**config.mk**
```make
export PLATFORM = sky130hd
export DESIGN_NAME = pc_bpred
export DESIGN_NICKNAME = d
export VERILOG_FILES = /design/src/rtl/pc_bpred_pkg.sv /design/src/rtl/bpred_table.sv /design/src/rtl/pc_bpred.sv
export SDC_FILE = /design/constraint.sdc
export NUM_CORES = 1
export LEC_CHECK = 0
export ABC_CLOCK_PERIOD_IN_PS = 13300
export CAP_MARGIN = 20
export CORE_UTILIZATION = 40
export CTS_CLUSTER_DIAMETER = 30
export DETAILED_ROUTE_END_ITERATION = 10
export MAX_ROUTING_LAYER = met4
export PLACE_DENSITY = 0.66
export REMOVE_ABC_BUFFERS = 1
export SLEW_MARGIN = 10
export SYNTH_ARGS = -nofsm -noshare
export SYNTH_HDL_FRONTEND = slang
export SYNTH_SLANG_ARGS = --single-unit
```
**constraint.sdc**
```tcl
create_clock -name clk -period 13.3 [get_ports clk]
set_input_delay 1.995 -clock clk [delete_from_list [all_inputs] [get_ports clk]]
set_output_delay 1.995 -clock clk [all_outputs]
set_load 0.1 [all_outputs]
```
**src/rtl/pc_bpred_pkg.sv**
```systemverilog
// Shared fetch-stage definitions: counter encodings, opcode, redirect/hold codes, reset PC.
package pc_bpred_pkg;

  // 2-bit saturating branch direction counter
  typedef enum logic [1:0] {
    bp_strong_not   = 2'b00,
    bp_weak_not     = 2'b01,
    bp_weak_taken   = 2'b10,
    bp_strong_taken = 2'b11
  } bp_ctr_e;

  localparam int unsigned JUMP_CAUSE_W = 2;
  typedef enum logic [JUMP_CAUSE_W-1:0] {
    jump_cause_no  = 2'd0,
    jump_cause_exe = 2'd1,
    jump_cause_int = 2'd2,
    jump_cause_exc = 2'd3
  } jump_cause_e;

  localparam int unsigned HOLDPIP_W = 3;
  typedef enum logic [HOLDPIP_W-1:0] {
    hold_no = 3'd0,
    hold_pc = 3'd1,
    hold_if = 3'd2,
    hold_id = 3'd3
  } holdpip_e;

  localparam logic [6:0]  inst_b   = 7'b1100011;
  localparam logic [31:0] pc_reset = 32'h0000_0000;

  // Saturating counter update toward the resolved outcome
  function automatic bp_ctr_e bp_ctr_step(input bp_ctr_e cur, input logic taken);
    bp_ctr_e nxt;
    nxt = cur;
    if (taken) begin
      if (cur != bp_strong_taken) nxt = bp_ctr_e'(cur + 2'd1);
    end else begin
      if (cur != bp_strong_not) nxt = bp_ctr_e'(cur - 2'd1);
    end
    return nxt;
  endfunction

endpackage

```
**src/rtl/bpred_table.sv**
```systemverilog
// Fully associative table of 2-bit counters with round-robin allocation on miss.
module bpred_table
  import pc_bpred_pkg::*;
#(
  parameter int unsigned ENTRIES = 4,
  parameter int unsigned ADDR_W  = 32
) (
  input  logic              clk,
  input  logic              rst_n,
  input  logic [ADDR_W-1:0] lookup_addr_i,
  output logic              hit_o,
  output logic [1:0]        ctr_o,
  input  logic              upd_valid_i,
  input  logic [ADDR_W-1:0] upd_addr_i,
  input  logic              upd_taken_i
);

  localparam int unsigned IDX_W = (ENTRIES > 1) ? $clog2(ENTRIES) : 1;

  logic [ADDR_W-1:0] tag_q [ENTRIES];
  bp_ctr_e           ctr_q [ENTRIES];
  logic [ENTRIES-1:0] valid_q, valid_d;
  logic [IDX_W-1:0]  ptr_q, ptr_d;

  logic              lk_hit;
  logic [IDX_W-1:0]  lk_idx;
  logic              up_hit;
  logic [IDX_W-1:0]  up_idx;
  logic [IDX_W-1:0]  wr_idx;

  // Lookup CAM: lowest matching index wins
  always_comb begin
    lk_hit = 1'b0;
    lk_idx = '0;
    for (int unsigned i = 0; i < ENTRIES; i++) begin
      if (!lk_hit && valid_q[i] && (tag_q[i] == lookup_addr_i)) begin
        lk_hit = 1'b1;
        lk_idx = IDX_W'(i);
      end
    end
  end

  assign hit_o = lk_hit;
  assign ctr_o = lk_hit ? ctr_q[lk_idx] : 2'b00;

  // Update CAM on the resolve port, independent of the lookup port
  always_comb begin
    up_hit = 1'b0;
    up_idx = '0;
    for (int unsigned i = 0; i < ENTRIES; i++) begin
      if (!up_hit && valid_q[i] && (tag_q[i] == upd_addr_i)) begin
        up_hit = 1'b1;
        up_idx = IDX_W'(i);
      end
    end
  end

  assign wr_idx = up_hit ? up_idx : ptr_q;

  // Next valid bits and allocation pointer
  always_comb begin
    valid_d = valid_q;
    ptr_d   = ptr_q;
    if (upd_valid_i && !up_hit) begin
      valid_d[wr_idx] = 1'b1;
      ptr_d = (ENTRIES > 1) ? IDX_W'(ptr_q + 1'b1) : '0;
    end
  end

  // Valid bits and pointer are the only reset state
  always_ff @(posedge clk) begin
    if (!rst_n) begin
      valid_q <= '0;
      ptr_q   <= '0;
    end else begin
      valid_q <= valid_d;
      ptr_q   <= ptr_d;
    end
  end

  // Tag and counter storage; contents are don't-care until valid is set
  always_ff @(posedge clk) begin
    if (rst_n && upd_valid_i) begin
      if (up_hit) begin
        ctr_q[wr_idx] <= bp_ctr_step(ctr_q[wr_idx], upd_taken_i);
      end else begin
        tag_q[wr_idx] <= upd_addr_i;
        ctr_q[wr_idx] <= upd_taken_i ? bp_weak_taken : bp_weak_not;
      end
    end
  end

endmodule

```
**src/rtl/pc_bpred.sv**
```systemverilog
// Fetch PC register with branch decode, dynamic/BTFN prediction and next-PC selection.
module pc_bpred
  import pc_bpred_pkg::*;
#(
  parameter int unsigned       ENTRIES     = 4,
  parameter int unsigned       ADDR_W      = 32,
  parameter logic [ADDR_W-1:0] RESET_PC    = ADDR_W'(pc_reset),
  parameter bit                STATIC_ONLY = 1'b0
) (
  input  logic                    clk,
  input  logic                    rst_n,
  input  logic                    jtag_reset_i,
  input  logic [JUMP_CAUSE_W-1:0] jump_cause_i,
  input  logic [ADDR_W-1:0]       jump_to_addr_i,
  input  logic [HOLDPIP_W-1:0]    hold_flag_i,
  input  logic                    resolve_valid_i,
  input  logic [ADDR_W-1:0]       resolve_addr_i,
  input  logic                    resolve_taken_i,
  input  logic [31:0]             inst_i,
  output logic [ADDR_W-1:0]       pc_o,
  output logic                    predict_to_jump_o
);

  logic              rst_active;
  logic [ADDR_W-1:0] pc_q, pc_d;
  logic              is_branch;
  logic [ADDR_W-1:0] imm_b;
  logic              tbl_hit;
  logic [1:0]        tbl_ctr;
  logic              pred_taken;
  logic              redirect;
  logic              hold;

  assign rst_active = !rst_n || jtag_reset_i;
  assign redirect   = (jump_cause_i != jump_cause_no);
  assign hold       = (hold_flag_i != hold_no);

  assign is_branch = (inst_i[6:0] == inst_b);
  assign imm_b = {{(ADDR_W-12){inst_i[31]}}, inst_i[7], inst_i[30:25], inst_i[11:8], 1'b0};

  generate
    if (STATIC_ONLY) begin : g_static
      logic unused_resolve;
      assign unused_resolve = ^{resolve_valid_i, resolve_addr_i, resolve_taken_i};
      assign tbl_hit = 1'b0;
      assign tbl_ctr = 2'b00;
    end else begin : g_table
      bpred_table #(
        .ENTRIES (ENTRIES),
        .ADDR_W  (ADDR_W)
      ) u_table (
        .clk           (clk),
        .rst_n         (!rst_active),
        .lookup_addr_i (pc_q),
        .hit_o         (tbl_hit),
        .ctr_o         (tbl_ctr),
        .upd_valid_i   (resolve_valid_i),
        .upd_addr_i    (resolve_addr_i),
        .upd_taken_i   (resolve_taken_i)
      );
    end
  endgenerate

  logic unused_bits;
  assign unused_bits = ^{inst_i[24:12], tbl_ctr[0]};

  // Direction: table counter on hit, backward-taken/forward-not-taken on miss
  always_comb begin
    pred_taken = 1'b0;
    if (is_branch) begin
      pred_taken = tbl_hit ? tbl_ctr[1] : inst_i[31];
    end
  end

  // Next-PC priority: reset, redirect, hold, predicted taken, sequential
  always_comb begin
    pc_d              = pc_q + ADDR_W'(4);
    predict_to_jump_o = 1'b0;
    if (rst_active) begin
      pc_d = RESET_PC;
    end else if (redirect) begin
      pc_d = jump_to_addr_i;
    end else if (hold) begin
      pc_d = pc_q;
    end else if (pred_taken) begin
      pc_d              = pc_q + imm_b;
      predict_to_jump_o = 1'b1;
    end
  end

  // Fetch PC register
  always_ff @(posedge clk) begin
    pc_q <= pc_d;
  end

  assign pc_o = pc_q;

endmodule

```
* After elaboration in Yosys (flattened, before gate mapping)
Memories as Yosys holds them, arrays and structs flattened.
Cells that the tools add are included.
** Storage, ports and cells
- Word-level logic and storage cells :: 94
- RAM bits :: 136
- Memories kept :: 2
- Input port bits :: 106
- Flip-flop bits (word level) :: 38
** Cells by class
- Order comparisons :: 2
- Reduce and logical (&&, ||, !) cells :: 30
- Bitwise logic cells :: 2
- Add/subtract/negate cells :: 5
- Eq/ne operators :: 11
- Mux-type cells :: 39
** Memories
- g_table.u_table.tag_q :: depth 4, width 32, rd ports 4, clocked after memory_dff 0, write ports 1, line bpred_table.sv:20 : logic [ADDR_W-1:0] tag_q [ENTRIES];
- g_table.u_table.ctr_q :: depth 4, width 2, rd ports 2, clocked after memory_dff 0, write ports 1, line bpred_table.sv:21 : bp_ctr_e ctr_q [ENTRIES];
** Operators with widths (count)
- == test 32 bit :: 8
- 2-to-1 mux 32 bit :: 3
- adder 32 x 3 -> 32 bit (second input constant) :: 1
- adder 32 bit :: 1
- 2-to-1 mux 2 bit :: 12
- 2-to-1 mux 1 bit :: 23
- logical AND 1 bit :: 17
- logical NOT 1 bit :: 9
- == test 7 bit (second input constant) :: 1
- adder 2 x 1 -> 2 bit (second input constant) :: 2
- inequality test 2 bit (second input constant) :: 2
- bitwise OR 4 bit :: 1
- nonzero test 2 bit :: 2
- < comparator 2 x 3 -> 1 bit (second input constant) :: 1
- nonzero test 3 bit :: 1
- demux 1 bit (select 2 bit) :: 1
- >= comparator 2 x 1 -> 1 bit (second input constant) :: 1
- subtractor 2 x 1 -> 2 bit (second input constant) :: 1
- logical OR 1 bit :: 1
- bitwise OR 1 bit :: 1

* Logic depth before layout (Yosys ltp)
Gate-level depths: netlist of the first run.
An unclocked memory read counts as a cell.
- Depth after elaboration :: 24
- Gate-level depth with buffers :: 13

* Cells and area by module
From an unflattened synthesis of the first run, not the netlist that was laid out.
** Second synthesis, totals
- Cell total of the unflattened synthesis :: 1147
- Area, all modules :: 11536.1 um^2
** Modules (own cells, without submodules)
- bpred_table :: area an instance 7892.6 um^2, cells each 627, times used 1
- pc_bpred :: area an instance 3643.5 um^2, cells each 520, times used 1

* Worst setup path before layout of the first run
OpenSTA, ideal clock, no wires.
- Path kind :: reg2out
- Start :: register pc_q[23] (netlist: pc_o[23])
- End :: output port predict_to_jump_o
- Cell stages (with the launch flop) :: 12
- Path buffers :: 3
- Arrival time :: 4.331 ns
- Path slack :: 6.974 ns
- Data required time :: 11.305 ns
- Cell sequence :: dfxtp_1 -> buf_2 -> xnor2_1 -> nand4_1 -> or4_1 -> nor3_1 -> a311oi_1 -> o21a_1 -> or2_1 -> buf_6 -> buf_6 -> nor2_1
** On the way
- Cells in the longest elaborated chain, start to end :: 22
** RTL lines
- start, declared :: line pc_bpred.sv:25 : logic [ADDR_W-1:0] pc_q, pc_d;
- start signal, assigned :: line pc_bpred.sv:93 : pc_q <= pc_d;
- == test 32 bit :: line bpred_table.sv:36 : if (!lk_hit && valid_q[i] && (tag_q[i] == lookup_addr_i)) begin
- logical AND 1 bit :: line bpred_table.sv:36
- 2-to-1 mux 1 bit :: line bpred_table.sv:36
- logical NOT 1 bit :: line bpred_table.sv:36
- logical AND 1 bit (2 in a row) :: line bpred_table.sv:36
- 2-to-1 mux 1 bit :: line bpred_table.sv:36
- logical NOT 1 bit :: line bpred_table.sv:36
- logical AND 1 bit (2 in a row) :: line bpred_table.sv:36
- (+4 left out)
- 2-to-1 mux 2 bit :: line bpred_table.sv:36
- memory (4 x 2 bit)
- 2-to-1 mux 1 bit * :: line pc_bpred.sv:71 : pred_taken = tbl_hit ? tbl_ctr[1] : inst_i[31];
- 2-to-1 mux 1 bit * :: line pc_bpred.sv:70 : if (is_branch) begin
- 2-to-1 mux 1 bit * :: line pc_bpred.sv:85 : end else if (pred_taken) begin
- 2-to-1 mux 1 bit * :: line pc_bpred.sv:83 : end else if (hold) begin
- 2-to-1 mux 1 bit * :: line pc_bpred.sv:81 : end else if (redirect) begin
- 2-to-1 mux 1 bit * :: line pc_bpred.sv:79 : if (rst_active) begin
- end, declared :: line pc_bpred.sv:21 : output logic predict_to_jump_o
Every way passes the cells marked *; elsewhere a longest branch is shown, timed or not.

* Worst setup path in the final report of the first run
- Start :: input port inst_i[31]
- End :: output port predict_to_jump_o
** On the way
- Cells in the longest elaborated chain, start to end :: 6
** RTL lines
- start, declared :: line pc_bpred.sv:19 : input logic [31:0] inst_i,
- 2-to-1 mux 1 bit :: line pc_bpred.sv:71
- 2-to-1 mux 1 bit :: line pc_bpred.sv:70
- 2-to-1 mux 1 bit :: line pc_bpred.sv:85
- 2-to-1 mux 1 bit :: line pc_bpred.sv:83
- 2-to-1 mux 1 bit :: line pc_bpred.sv:81
- 2-to-1 mux 1 bit :: line pc_bpred.sv:79
Every way passes these cells.

==> results of run 1 <==
==> layer usage <==
| metal | vias up | global-route usage [%] | wire [µm] |
|---|---|---|---|
| met4 | 0 | 8.34 | 883 |
| met3 | 47 | 3.42 | 2960 |
| li1 | 4331 | - | - |
| met1 | 4406 | 35.6 | 16200 |
| met5 | - | - | 0 |
| met2 | 452 | 44.1 | 17700 |
==> worst paths after layout <==
check,startpoint,endpoint,slack (ps),depth (start not counted)
min,g_table.u_table.valid_q[0],g_table.u_table.valid_q[0],460,1
min reg2reg,g_table.u_table.valid_q[0],g_table.u_table.valid_q[0],460,1
max,inst_i[31],predict_to_jump_o,5320,9
max reg2reg,pc_o[4],pc_o[22],9120,11
==> cell families after synthesis <==
group | synth area share (%)
simple gates | 14.7
xor+xnor | 22.1
compound gates | 12.0
flops | 42.7
buf+inv | 3.28
fa+ha+maj | 3.60
mux | 1.62
==> worst max-delay path: stages <==
cell and delay, ps:
clkdlybuf4s50_1 1110, inv_1 190, a31oi_1 190, a311oi_1 90
o21a_1 300, or2_2 320, buf_4 310, nor2_1 260
clkdlybuf4s50_1 1170
==> sequential cells by signal, indices dropped and copies added, names as in the netlist <==
signal,count
g_table.u_table.valid_q,4
g_table.u_table.ctr_q,8
pc_o,32
g_table.u_table.ptr_q,2
g_table.u_table.tag_q,128
==> power by group through the flow <==
stage          Clock (mW)  Combinational (mW)  Sequential [mW]
2_1_floorplan           0               0.101            0.653
3_3_place_gp            0               0.221            0.631
3_5_place_dp            0               0.222            0.631
4_1_cts             0.495               0.223            0.619
5_1_grt             0.517               0.239            0.620
6_report            0.492               0.224            0.620
==> cell type report <==
type	count	area, µm²
diodes	1	2.50
clock buffers	18	429
clock inverters	13	123
fillers	2570	14300
inverters	22	82.6
multi-input cells	874	6160
flip-flops and latches	174	4840
well taps	378	473
repair buffers	139	1400
==> cell usage in the layout (no fill, tap or decap), types with 15 or more instances in the layout <==
cell type and instances:
nand3_1 38, nand4_1 42, xnor2_1 136, nor4_1 52, ha_1 31, clkbuf_16 17
edfxtp_1 136, mux2i_1 15, o21ai_0 43, inv_1 22, xor2_1 150, a21oi_1 71
nor3_1 23, a21o_1 21, dfxtp_1 38, nor2_1 49, nand2_1 61, clkdlybuf4s50_1 125
==> through the flow <==
stage,hold slack (ps),instances
floorplan,427,1070
global placement,440,1584
detailed placement,449,1584
CTS,465,1615
global route,483,1619
finish,462,1619
==> results.ini, run 1 <==
[hold_path]
hold_class=reg2reg

[floorplanning]
dieArea_um2=29000
start_util_pct=40.7
die_width_um=170
rows=61
core_um2=27900
io_pins=139
die_h_um=170

[global_routing]
grt_max_degree=57
antenna_found_initial=1
grt_pass1_vias=8708
grt_pass1_wl_um=55400
track_usage_pct=27.3
overflow=0

[synthesis]
synth_edf_count=136
synth-async-reset-ratio_pct=0
synth_commonest_cells=xor2_1, edfxtp_1, xnor2_1
yosys-top-cells-area=edfxtp_1, xor2_1, xnor2_1, dfxtp_1, ha_1
synth_cell_types=70
yosys.area.top_type=edfxtp_1
syn_area_um2=11300
ys_seq_area_share_pct=42.7
yosys.cell_count.top_type=xor2_1
ys_ff_latch=174
synth.yosys.warnings=0
synth_cells=1127
synth-main-ff-cell=edfxtp_1
synth_top_area_share_pct=36.0
avgSynthCellArea_um2=10.1

[route]
firstDrtPassIters=5
wirelength_um=37800
dr.first_iter.drc_count=985
ant_nets=0
num_vias=9236
drc=0
wl_per_cell_um=23.3
vias_per_cell=5.70

[clocking]
cts.sink_count=174
cts_max_level=4
holdBufCountCts=0
cts-buffers-inserted=17
path_clk_slew_ps=70
clock_latency_ps=450
ctsResizeCount=0
cts_tree=built
clockRootBuffer=clkbuf_16
cts_setup_buffers=0
cts.path.max_buffers=2

[setup_path]
worstSetupEndpointType=output port
arrival_ps=5980
cp_data_required_time_ps=11310
critical_path_class=in2out
cp_max_fo=56
cp-start-kind=input pin

[timing]
rsz0062_at_grt=false
setup_violations=0
worst_pin_slew_ps=1050
slew_headroom_pct=29.9
worst_slack_ps=5320
timing_hold_violations_final=0
period_share_pct=60.0
fin_tns_setup_ps=0
timing.fmax_mhz=125
drv_slew=0
skew_ps=21.4
timing.final.crit_period_ps=7980

[placement]
post-place-ws_ps=5370
gp_congestion=1.00
port-buffer-count=125
place_area_um2=12900
hpwlAfterDp_um=28600

[final_layout]
area_growth_pct=19.2
final_nets=1366
final_area_um2=13500
drive_gt1_share_pct=4.68
fin_util_pct=48.5

[power]
fin_total_pwr_mw=1.34
intPower_mw=0.930
p_leak_nw=4.78
clkPwrFrac_pct=36.8
combinationalPowerShare_pct=16.8
switching_share_pct=30.3
p_switching_mw=0.405
power_density_nw_per_um2=98.8
ir_worst_vdd_mv=0.0916
pwr-share-seq_pct=46.4

[job]
maxCapViolations=0

[status]
status=finished clean

Power figures use the tool's default switching activity.
==> run 2, diff against run 1 <==
--- a/config.mk
+++ b/config.mk
@@ -5,13 +5,13 @@
 export SDC_FILE = /design/constraint.sdc
 export NUM_CORES = 1
 export LEC_CHECK = 0
-export ABC_CLOCK_PERIOD_IN_PS = 13300
+export ABC_CLOCK_PERIOD_IN_PS = 6450
 export CAP_MARGIN = 20
 export CORE_UTILIZATION = 40
 export CTS_CLUSTER_DIAMETER = 30
 export DETAILED_ROUTE_END_ITERATION = 10
 export MAX_ROUTING_LAYER = met4
-export PLACE_DENSITY = 0.66
+export PLACE_DENSITY = 0.68
 export REMOVE_ABC_BUFFERS = 1
 export SLEW_MARGIN = 10
 export SYNTH_ARGS = -nofsm -noshare
==> constraint.sdc (replaced) <==
create_clock -name clk -period 6.45 [get_ports clk]
set_input_delay 0.9675 -clock clk [delete_from_list [all_inputs] [get_ports clk]]
set_output_delay 0.9675 -clock clk [all_outputs]
set_load 0.1 [all_outputs]
==> results.ini, run 2 (synthesized netlist as in run 1, its figures left out) <==
[floorplanning]
io_pins=139  ; unchanged
die_h_um=170  ; unchanged
rows=61  ; unchanged
core_um2=27900  ; unchanged
dieArea_um2=29000  ; unchanged
start_util_pct=40.7  ; unchanged
die_width_um=170  ; unchanged

[route]
dr.first_iter.drc_count=893  ; -9.3%
wl_per_cell_um=23.8  ; +2.0%
vias_per_cell=5.71  ; about the same
ant_nets=0  ; unchanged
drc=0  ; unchanged
num_vias=9259  ; +0.25%
wirelength_um=38600  ; +2.2%
firstDrtPassIters=6  ; +1

[final_layout]
drive_gt1_share_pct=4.83  ; +0.15 points
final_area_um2=13500  ; about the same
max_flop_register=g_table.u_table.tag_q
largest_register_ffs=128  ; unchanged
final_common_cell=xor2_1
final_cell_mix=xor2_1, xnor2_1, edfxtp_1
fin_util_pct=48.5  ; about the same
area_growth_pct=19.2  ; about the same
final_nets=1367  ; +0.073%

[timing]
period_share_pct=74.1
timing.final.crit_period_ps=4780
timing.fmax_mhz=209
drv_slew=0  ; unchanged
skew_ps=13.7  ; -7.71 ps
setup_violations=0  ; unchanged
worst_pin_slew_ps=1010  ; -36.6 ps
slew_headroom_pct=32.4  ; +2.5 points
timing_hold_violations_final=0  ; unchanged
fin_tns_setup_ps=0  ; unchanged
fin_hold_ws_ps=460  ; -1.39 ps
rsz0062_at_grt=false

[placement]
place_area_um2=12900  ; about the same
port-buffer-count=125  ; unchanged
hpwlAfterDp_um=29300  ; +2.4%
gp_congestion=0.937  ; -6.3%

[clocking]
cts_tree=built
cts-buffers-inserted=17  ; unchanged
path_clk_slew_ps=80  ; about the same
cts_max_level=4  ; unchanged
cts.path.max_buffers=2  ; unchanged
ctsResizeCount=0  ; unchanged
cts.sink_count=174  ; unchanged
holdBufCountCts=0  ; unchanged
clock_latency_ps=440  ; about the same
clockRootBuffer=clkbuf_16
cts_setup_buffers=0  ; unchanged

[power]
ir_worst_vdd_mv=0.148  ; +61%
p_leak_nw=4.79  ; +0.31%
power_density_nw_per_um2=206  ; +110%
combinationalPowerShare_pct=16.8  ; about the same
pwr-share-seq_pct=45.8  ; -0.6 points
p_switching_mw=0.828  ; +100%
intPower_mw=1.95  ; +110%
switching_share_pct=29.8  ; -0.57 points
fin_total_pwr_mw=2.78  ; +110%
clkPwrFrac_pct=37.4  ; +0.6 points

[setup_path]
critical_path_class=reg2out
cp-start-kind=flip-flop
cp_max_fo=10  ; -82%
arrival_ps=3810  ; -2170 ps
cp_data_required_time_ps=5480  ; -5830 ps
worstSetupEndpointType=output port

[global_routing]
overflow=0  ; unchanged
antenna_found_initial=2  ; +1
grt_pass1_wl_um=57400  ; +3.7%
grt_pass1_vias=9175  ; +5.4%
grt_max_degree=56  ; -1.8%
track_usage_pct=28.2  ; +0.95 points

[status]
status=finished clean

[job]
maxCapViolations=0  ; unchanged

[hold_path]
hold_class=reg2reg

==> run 2: changes by cell type in the layout (fill, tap and decap cells not counted), sizes merged <==
cell and change:
bufinv +1, buf +2, diode +1, clkbuf +1, clkdlybuf4s50 -1, clkinv +3, clkinvlp -2, inv -2
==> run 2: through the flow <==
| stage | setup slack [ps] | cells |
|---|---|---|
| floorplan | 723 | 1070 |
| global placement | 1450 | 1585 |
| detailed placement | 1440 | 1585 |
| CTS | 1690 | 1617 |
| global route | 1540 | 1622 |
| finish | 1670 | 1622 |
==> run 2: path summary, 6_finish.rpt <==
kind                               from                    endpoint  slack [ps]  cells after the start
max                            pc_o[14]           predict_to_jump_o        1670                      9
max reg2reg                     pc_o[5]                    pc_o[22]        2230                     11
min          g_table.u_table.valid_q[0]  g_table.u_table.valid_q[0]         460                      1
min reg2reg  g_table.u_table.valid_q[0]  g_table.u_table.valid_q[0]         460                      1
==> run 2: per-layer routing <==
metal	up-vias	part of all wire (%)	GRT usage, %
li1	4338	-	-
met1	4467	42	35.3
met2	391	48	46.4
met3	63	6.8	4.21
met4	0	3.2	9.87
met5	-	0	-
==> run 2: power groups by stage <==
stage	sequential (mW)	combinational, mW	clock (mW)
after floorplan	1.35	0.208	0
after global placement	1.30	0.460	0
after detailed placement	1.30	0.461	0
after CTS	1.27	0.464	1.05
after global routing	1.28	0.501	1.10
final	1.27	0.467	1.04
==> run 2: final cells by class <==
type,instances,area (µm²)
multi-input combinational,874,6160
timing repair buffer,140,1390
antenna,2,5.00
clock inverter,13,130
inverter,22,82.6
clock buffer,19,433
sequential,174,4840
fill,2616,14300
tap,378,473
==> run 2: worst max-delay path, stage by stage (launching register included) <==
cell,delay (ps)
dfxtp_1,700
xnor2_1,180
nand4_1,260
or4_1,580
nor3_1,250
a311oi_1,190
o21a_1,300
or2_2,370
nor2_1,200
buf_4,330
==> run 3, diff against run 2 <==
--- a/config.mk
+++ b/config.mk
@@ -5,7 +5,7 @@
 export SDC_FILE = /design/constraint.sdc
 export NUM_CORES = 1
 export LEC_CHECK = 0
-export ABC_CLOCK_PERIOD_IN_PS = 6450
+export ABC_CLOCK_PERIOD_IN_PS = 4300
 export CAP_MARGIN = 20
 export CORE_UTILIZATION = 40
 export CTS_CLUSTER_DIAMETER = 30
==> constraint.sdc (replaced) <==
create_clock -name clk -period 4.3 [get_ports clk]
set_input_delay 0.645 -clock clk [delete_from_list [all_inputs] [get_ports clk]]
set_output_delay 0.645 -clock clk [all_outputs]
set_load 0.1 [all_outputs]
==> results.ini, run 3 (synthesized netlist as in run 1, its figures left out) <==
[global_routing]
grt_pass1_wl_um=60000  ; +4.4%
antenna_found_initial=0  ; -2
grt_max_degree=34  ; -39%
grt_pass1_vias=9338  ; +1.8%
track_usage_pct=29.5  ; +1.3 points
overflow=0  ; unchanged

[final_layout]
max_flop_register=g_table.u_table.tag_q
drive_gt1_share_pct=10.0  ; +5.2 points
area_growth_pct=24.2
final_nets=1429  ; +4.5%
antenna_cells=0  ; -2
final_common_cell=xor2_1
final_cell_mix=xor2_1, xnor2_1, edfxtp_1
fillers=2544  ; -2.8%
largest_register_ffs=128  ; unchanged

[clocking]
cts_max_level=4  ; unchanged
clock_latency_ps=450  ; about the same
cts-buffers-inserted=17  ; unchanged
cts_tree=built
cts_setup_buffers=0  ; unchanged
cts.sink_count=174  ; unchanged
path_clk_slew_ps=70  ; about the same
cts.path.max_buffers=2  ; unchanged
clockRootBuffer=clkbuf_16

[timing]
timing.final.crit_period_ps=4150
drv_slew=0  ; unchanged
fin_tns_setup_ps=0  ; unchanged
worst_pin_slew_ps=1080  ; +72.9 ps
period_share_pct=96.6
timing_hold_violations_final=0  ; unchanged
setup_violations=0  ; unchanged
timing.fmax_mhz=241
rsz0062_at_grt=false
fin_hold_ws_ps=463  ; +3.18 ps
slew_headroom_pct=27.5  ; -4.9 points
skew_ps=15.1  ; +1.35 ps

[setup_path]
cp-start-kind=flip-flop
worstPathCellList=xnor2_1, nand4_1, or4_1, nor3_1, a311oi_1, o21a_1, or2_2, nor2_1, buf_12
arrival_ps=3510  ; -300 ps
crit_path_max_incr_delay_ps=630  ; -70 ps
cp_max_fo=5  ; -5
slowest_stage=dfxtp_1
worstSetupEndpointType=output port
critical_path_class=reg2out
cp_data_required_time_ps=3650  ; -1830 ps

[power]
p_switching_mw=1.26  ; +53%
clkPwrFrac_pct=38.5  ; +1.1 points
intPower_mw=3.07  ; +57%
ir_worst_vdd_mv=0.228  ; +54%
p_leak_nw=5.13  ; +7.1%
switching_share_pct=29.2  ; -0.61 points
combinationalPowerShare_pct=17.7  ; +0.9 points
pwr-share-seq_pct=43.8  ; -2.0 points
power_density_nw_per_um2=308  ; +50%

[route]
firstDrtPassIters=7  ; +1
ant_nets=0  ; unchanged
wl_per_cell_um=24.2  ; +1.5%
num_vias=9632  ; +4.0%
dr.first_iter.drc_count=1121  ; +26%
wirelength_um=40700  ; +5.2%
drc=0  ; unchanged
vias_per_cell=5.73  ; +0.32%

[floorplanning]
dieArea_um2=29000  ; unchanged
die_h_um=170  ; unchanged
start_util_pct=40.7  ; unchanged
rows=61  ; unchanged
die_width_um=170  ; unchanged
io_pins=139  ; unchanged
core_um2=27900  ; unchanged

[job]
maxCapViolations=0  ; unchanged

[placement]
hpwlAfterDp_um=31600  ; +7.7%
gp_congestion=0.974  ; +3.9%
port-buffer-count=125  ; unchanged

[status]
status=finished clean

[hold_path]
hold_class=reg2reg

## run 3: layer usage
layer  track usage [%]  up-vias  part of all wire (%)
met5                 -        -                     0
met4              8.03        0                   2.6
met3              5.05       57                   8.1
met2              47.0      428                    46
met1              38.6     4702                    43
li1                  -     4445                     -
## run 3: power groups by stage
stage,logic (mW),clock network [mW],registers (mW)
detailed placement,0.754,0,1.93
finish,0.768,1.67,1.90
global placement,0.750,0,1.93
floorplan,0.313,0,2.02
global route,0.814,1.73,1.90
CTS,0.760,1.67,1.90
## run 3: final timing paths
kind	startpoint	end	slack, ps	depth (start not counted)
setup / recovery	pc_o[30]	predict_to_jump_o	150	9
hold / removal	g_table.u_table.valid_q[0]	g_table.u_table.valid_q[0]	460	1
setup reg to reg	pc_o[17]	pc_o[22]	610	12
hold reg to reg	g_table.u_table.valid_q[0]	g_table.u_table.valid_q[0]	460	1
## run 3: cell type report
type	count	area [µm²]	area share [%]
timing repair buffer	202	1900	13.5
multi-input combinational	874	6180	43.8
tap	378	473	3.36
clock inverter	15	179	1.27
inverter	22	82.6	0.586
sequential	174	4850	34.4
clock buffer	17	425	3.02
## run 3: stage by stage
| stage | utilization (%) | worst slack (ps) | std cells | area [µm²] | power, mW |
|---|---|---|---|---|---|
| after floorplan | - | -1100 | 1070 | 11100 | 2.33 |
| after global placement | 48.3 | 161 | 1650 | 13500 | 2.68 |
| after detailed placement | 48.3 | 150 | 1650 | 13500 | 2.69 |
| after CTS | 50.5 | 32.6 | 1682 | 14100 | 4.33 |
| after global routing | 50.6 | 1.60 | 1682 | 14100 | 4.44 |
| final | 50.6 | 146 | 1682 | 14100 | 4.34 |
## run 3: worst max-delay path, delay by kind of cell (launching register included)
kind,cells,cell delay (ps)
and+or+nand+nor,5,1560
DFF,1,630
AOI/OAI and AO/OA,2,440
xor gates and xnor gates,1,210
buffers and inverters,1,210
## run 3: repair_timing
| action | 4_1_cts | 5_1_grt |
|---|---|---|
| cloned | 0 | 0 |
| endpoints found under the setup margin | 1 | 1 |
| resized for setup | 2 | 6 |
| hold buffers | 0 | 0 |
| endpoints found under the hold margin | 0 | 0 |
==> edit, RTL diff (config.mk and constraints of run 2) <==
`ADDR_W` is set to 32 in 2 places; all go to 64.
--- a/src/rtl/bpred_table.sv
+++ b/src/rtl/bpred_table.sv
@@ -5,3 +5,3 @@
   parameter int unsigned ENTRIES = 4,
-  parameter int unsigned ADDR_W  = 32
+  parameter int unsigned ADDR_W  = 64
 ) (
--- a/src/rtl/pc_bpred.sv
+++ b/src/rtl/pc_bpred.sv
@@ -5,3 +5,3 @@
   parameter int unsigned       ENTRIES     = 4,
-  parameter int unsigned       ADDR_W      = 32,
+  parameter int unsigned       ADDR_W      = 64,
   parameter logic [ADDR_W-1:0] RESET_PC    = ADDR_W'(pc_reset),
Interface: changed (resized jump_to_addr_i, pc_o and resolve_addr_i); port bits go from 139 to 235. No check against the original RTL was run, so the function may have changed too.
==> edit against run 2 <==
Sequential power rose by 94%. Power rose to 3.0 times the old value. Routed wire length rose to 3.3 times the old value. Sequential cell count grew 160. Area after synthesis increased by 110%. Design area is 130% higher. Setup slack got worse by 0.83 ns. First-iteration DRC count increased to 3.6 times the old value.
==> edit: results (changes against run 2) <==
layout:
  largest_reg_flops: 256  # was 128
  final_layout_size_suffix_gt1_frac: 0.114  # was 0.0483
  nets: 3069  # was 1367
  largest-register: "g_table.u_table.tag_q"  # unchanged
clock_network:
  postCtsSetupRepairBufs: 0  # unchanged
  cts_buffer_depth: 3  # was 2
  clk_latency_ns: 0.66  # was 0.44 ns
  clk_pin_slew_ns: 0.04  # was 0.08 ns
  cts_root_buf: "clkbuf_16"  # unchanged
  cts_resized: 0  # unchanged
  cts_buffers: 95  # was 17
  cts_max_level: 3  # was 4
place:
  portBuffers: 221  # was 125
  gp_congestion: 1.07  # was 0.937
  placed_area_mm2: 0.0274  # was 0.0129 mm^2
  detailed_place_hpwl_um: 99100  # was 29300 um
  place_ws_ns: 0.994  # was 1.44 ns
synth:
  ys.flop_type: "edfxtp_1"  # unchanged
  synth.area.top_cells: "edfxtp_1, xnor2_1, xor2_1, dfxtp_1, ha_1"  # was edfxtp_1, xor2_1, xnor2_1, dfxtp_1, ha_1
  seq_area_frac_synth: 0.395  # was 0.427
  synth-edff-count: 264  # was 136
  ys_warn_count: 0  # unchanged
  synthTopCellsByCount: "edfxtp_1, xnor2_1, xor2_1"  # was xor2_1, edfxtp_1, xnor2_1
  synthArstFlopShare: 0  # unchanged
  synthDistinctLibCells: 87  # was 70
timing:
  skew_ns: 0.0628  # was 0.0137 ns
  tightest_slew_ns: 1.15  # was 1.01 ns
min_path:
  holdCritPathClass: "reg -> reg"  # unchanged
global_route:
  antenna_found_initial: 7  # was 2
  grt.total_usage: 0.434  # was 0.282
  grt_first_pass_wirelength_um: 175000  # was 57400 um
  grt_start_max_net_pins: 66  # was 56
  grt_pass1_vias: 22600  # was 9175
power_and_ir_drop:
  ir_drop_mv: 0.231  # was 0.148 mV
  leakage_uw: 0.0109  # was 0.00479 uW
route:
  vias_per_cell: 6.44  # was 5.71
  drt-pass1-iter-count: 6  # unchanged
  wl_um: 128000  # was 38600 um
  drtIter0Drc: 3218  # was 893
run_status:
  status: "complete, no violations"  # unchanged
critical_path:
  path_max_fanout: 5  # was 10
  critPathArrivalTime_ns: 4.64  # was 3.81 ns
  crit_family: "compound AO/OA/AOI/OAI gates"  # was simple AND/OR/NAND/NOR gates
  critPathSlowestCell: "xnor2_1"  # was dfxtp_1
  critical-path-max-stage-delay_ns: 0.63  # was 0.70 ns
floorplanning:
  rows: 88  # was 61
## edit: cell count changes after synthesis, sizes merged, moves of 67 or more
cell    before  now
nand2       61  146
edfxtp     136  264
clkbuf      20  112
xnor2      136  262
inv         22   95
nand2b       8  124
nand4       42  110
a21oi       72  154
nor2        54  121
## edit: routing by layer
layer / up-vias / routed length, um / track usage
met1: 11600 / 49000 / 0.528
met2: 1658 / 57700 / 0.673
li1: 10000 / - / -
met5: - / 0 / -
met3: 368 / 12000 / 0.0742
met4: 0 / 9250 / 0.263
## edit: logic make-up (layout without fill, tap and decap cells)
group                    after synthesis  in the layout  share of synthesized area
multiplexers                          17             17                    0.00737
AND/OR/NAND/NOR                      833            833                      0.192
adder cells (fa/ha/maj)               64             64                     0.0343
AO/OA/AOI/OAI                        573            573                      0.163
flip-flops                           334            334                      0.395
buffers and inverters                237            639                     0.0398
XOR/XNOR                             453            453                      0.168
other                                  0              1                          0
## edit: worst register-to-register path: stages, from the launching register on
cell	delay, ns
dfxtp_1	1.07
ha_1	0.50
and4_1	0.26
and3_1	0.25
nand4_1	0.22
a311oi_1	0.08
buf_4	0.21
nor4_1	0.73
a211oi_1	0.24
a211oi_1	0.67
o21ai_0	0.24
xnor2_1	0.17
a211oi_1	0.32
## edit: cell type report
class	count	area, um^2
diodes	1	2.50
clock inverters	57	689
inverters	95	357
multi-input cells	1940	13400
fillers	5270	27400
clock buffers	118	2560
well taps	765	957
repair buffers	369	3390
flip-flops and latches	334	9330
## edit: where the power goes
part           internal [uW]  total (uW)  switching [uW]
registers               2370        2470            96.5
logic                    398        1160             762
clock network           3210        4730            1520
total                   5980        8360            2380
## edit: worst paths after layout
kind	start	to	slack, ns	depth (start not counted)
max reg2reg	pc_o[37]$_SDFFE_PP0P_	pc_o[58]$_SDFFE_PP0P_	1.39	12
min	g_table.u_table.valid_q[2]$_SDFFE_PP0P_	g_table.u_table.valid_q[2]$_SDFFE_PP0P_	0.57	1
max	pc_o[12]$_SDFFE_PP0P_	predict_to_jump_o	0.84	12
min reg2reg	g_table.u_table.valid_q[2]$_SDFFE_PP0P_	g_table.u_table.valid_q[2]$_SDFFE_PP0P_	0.57	1
## edit: through the flow
| step | instances | hold WS, ns | power [uW] | utilization |
|---|---|---|---|---|
| final | 3679 | 0.575 | 8360 | 0.529 |
| after global routing | 3679 | 0.578 | 8510 | 0.529 |
| after CTS | 3678 | 0.568 | 8330 | 0.529 |
| after detailed placement | 3503 | 0.553 | 3620 | 0.472 |
| after global placement | 3503 | 0.514 | 3620 | 0.472 |
| after floorplan | 2369 | 0.463 | 3040 | - |
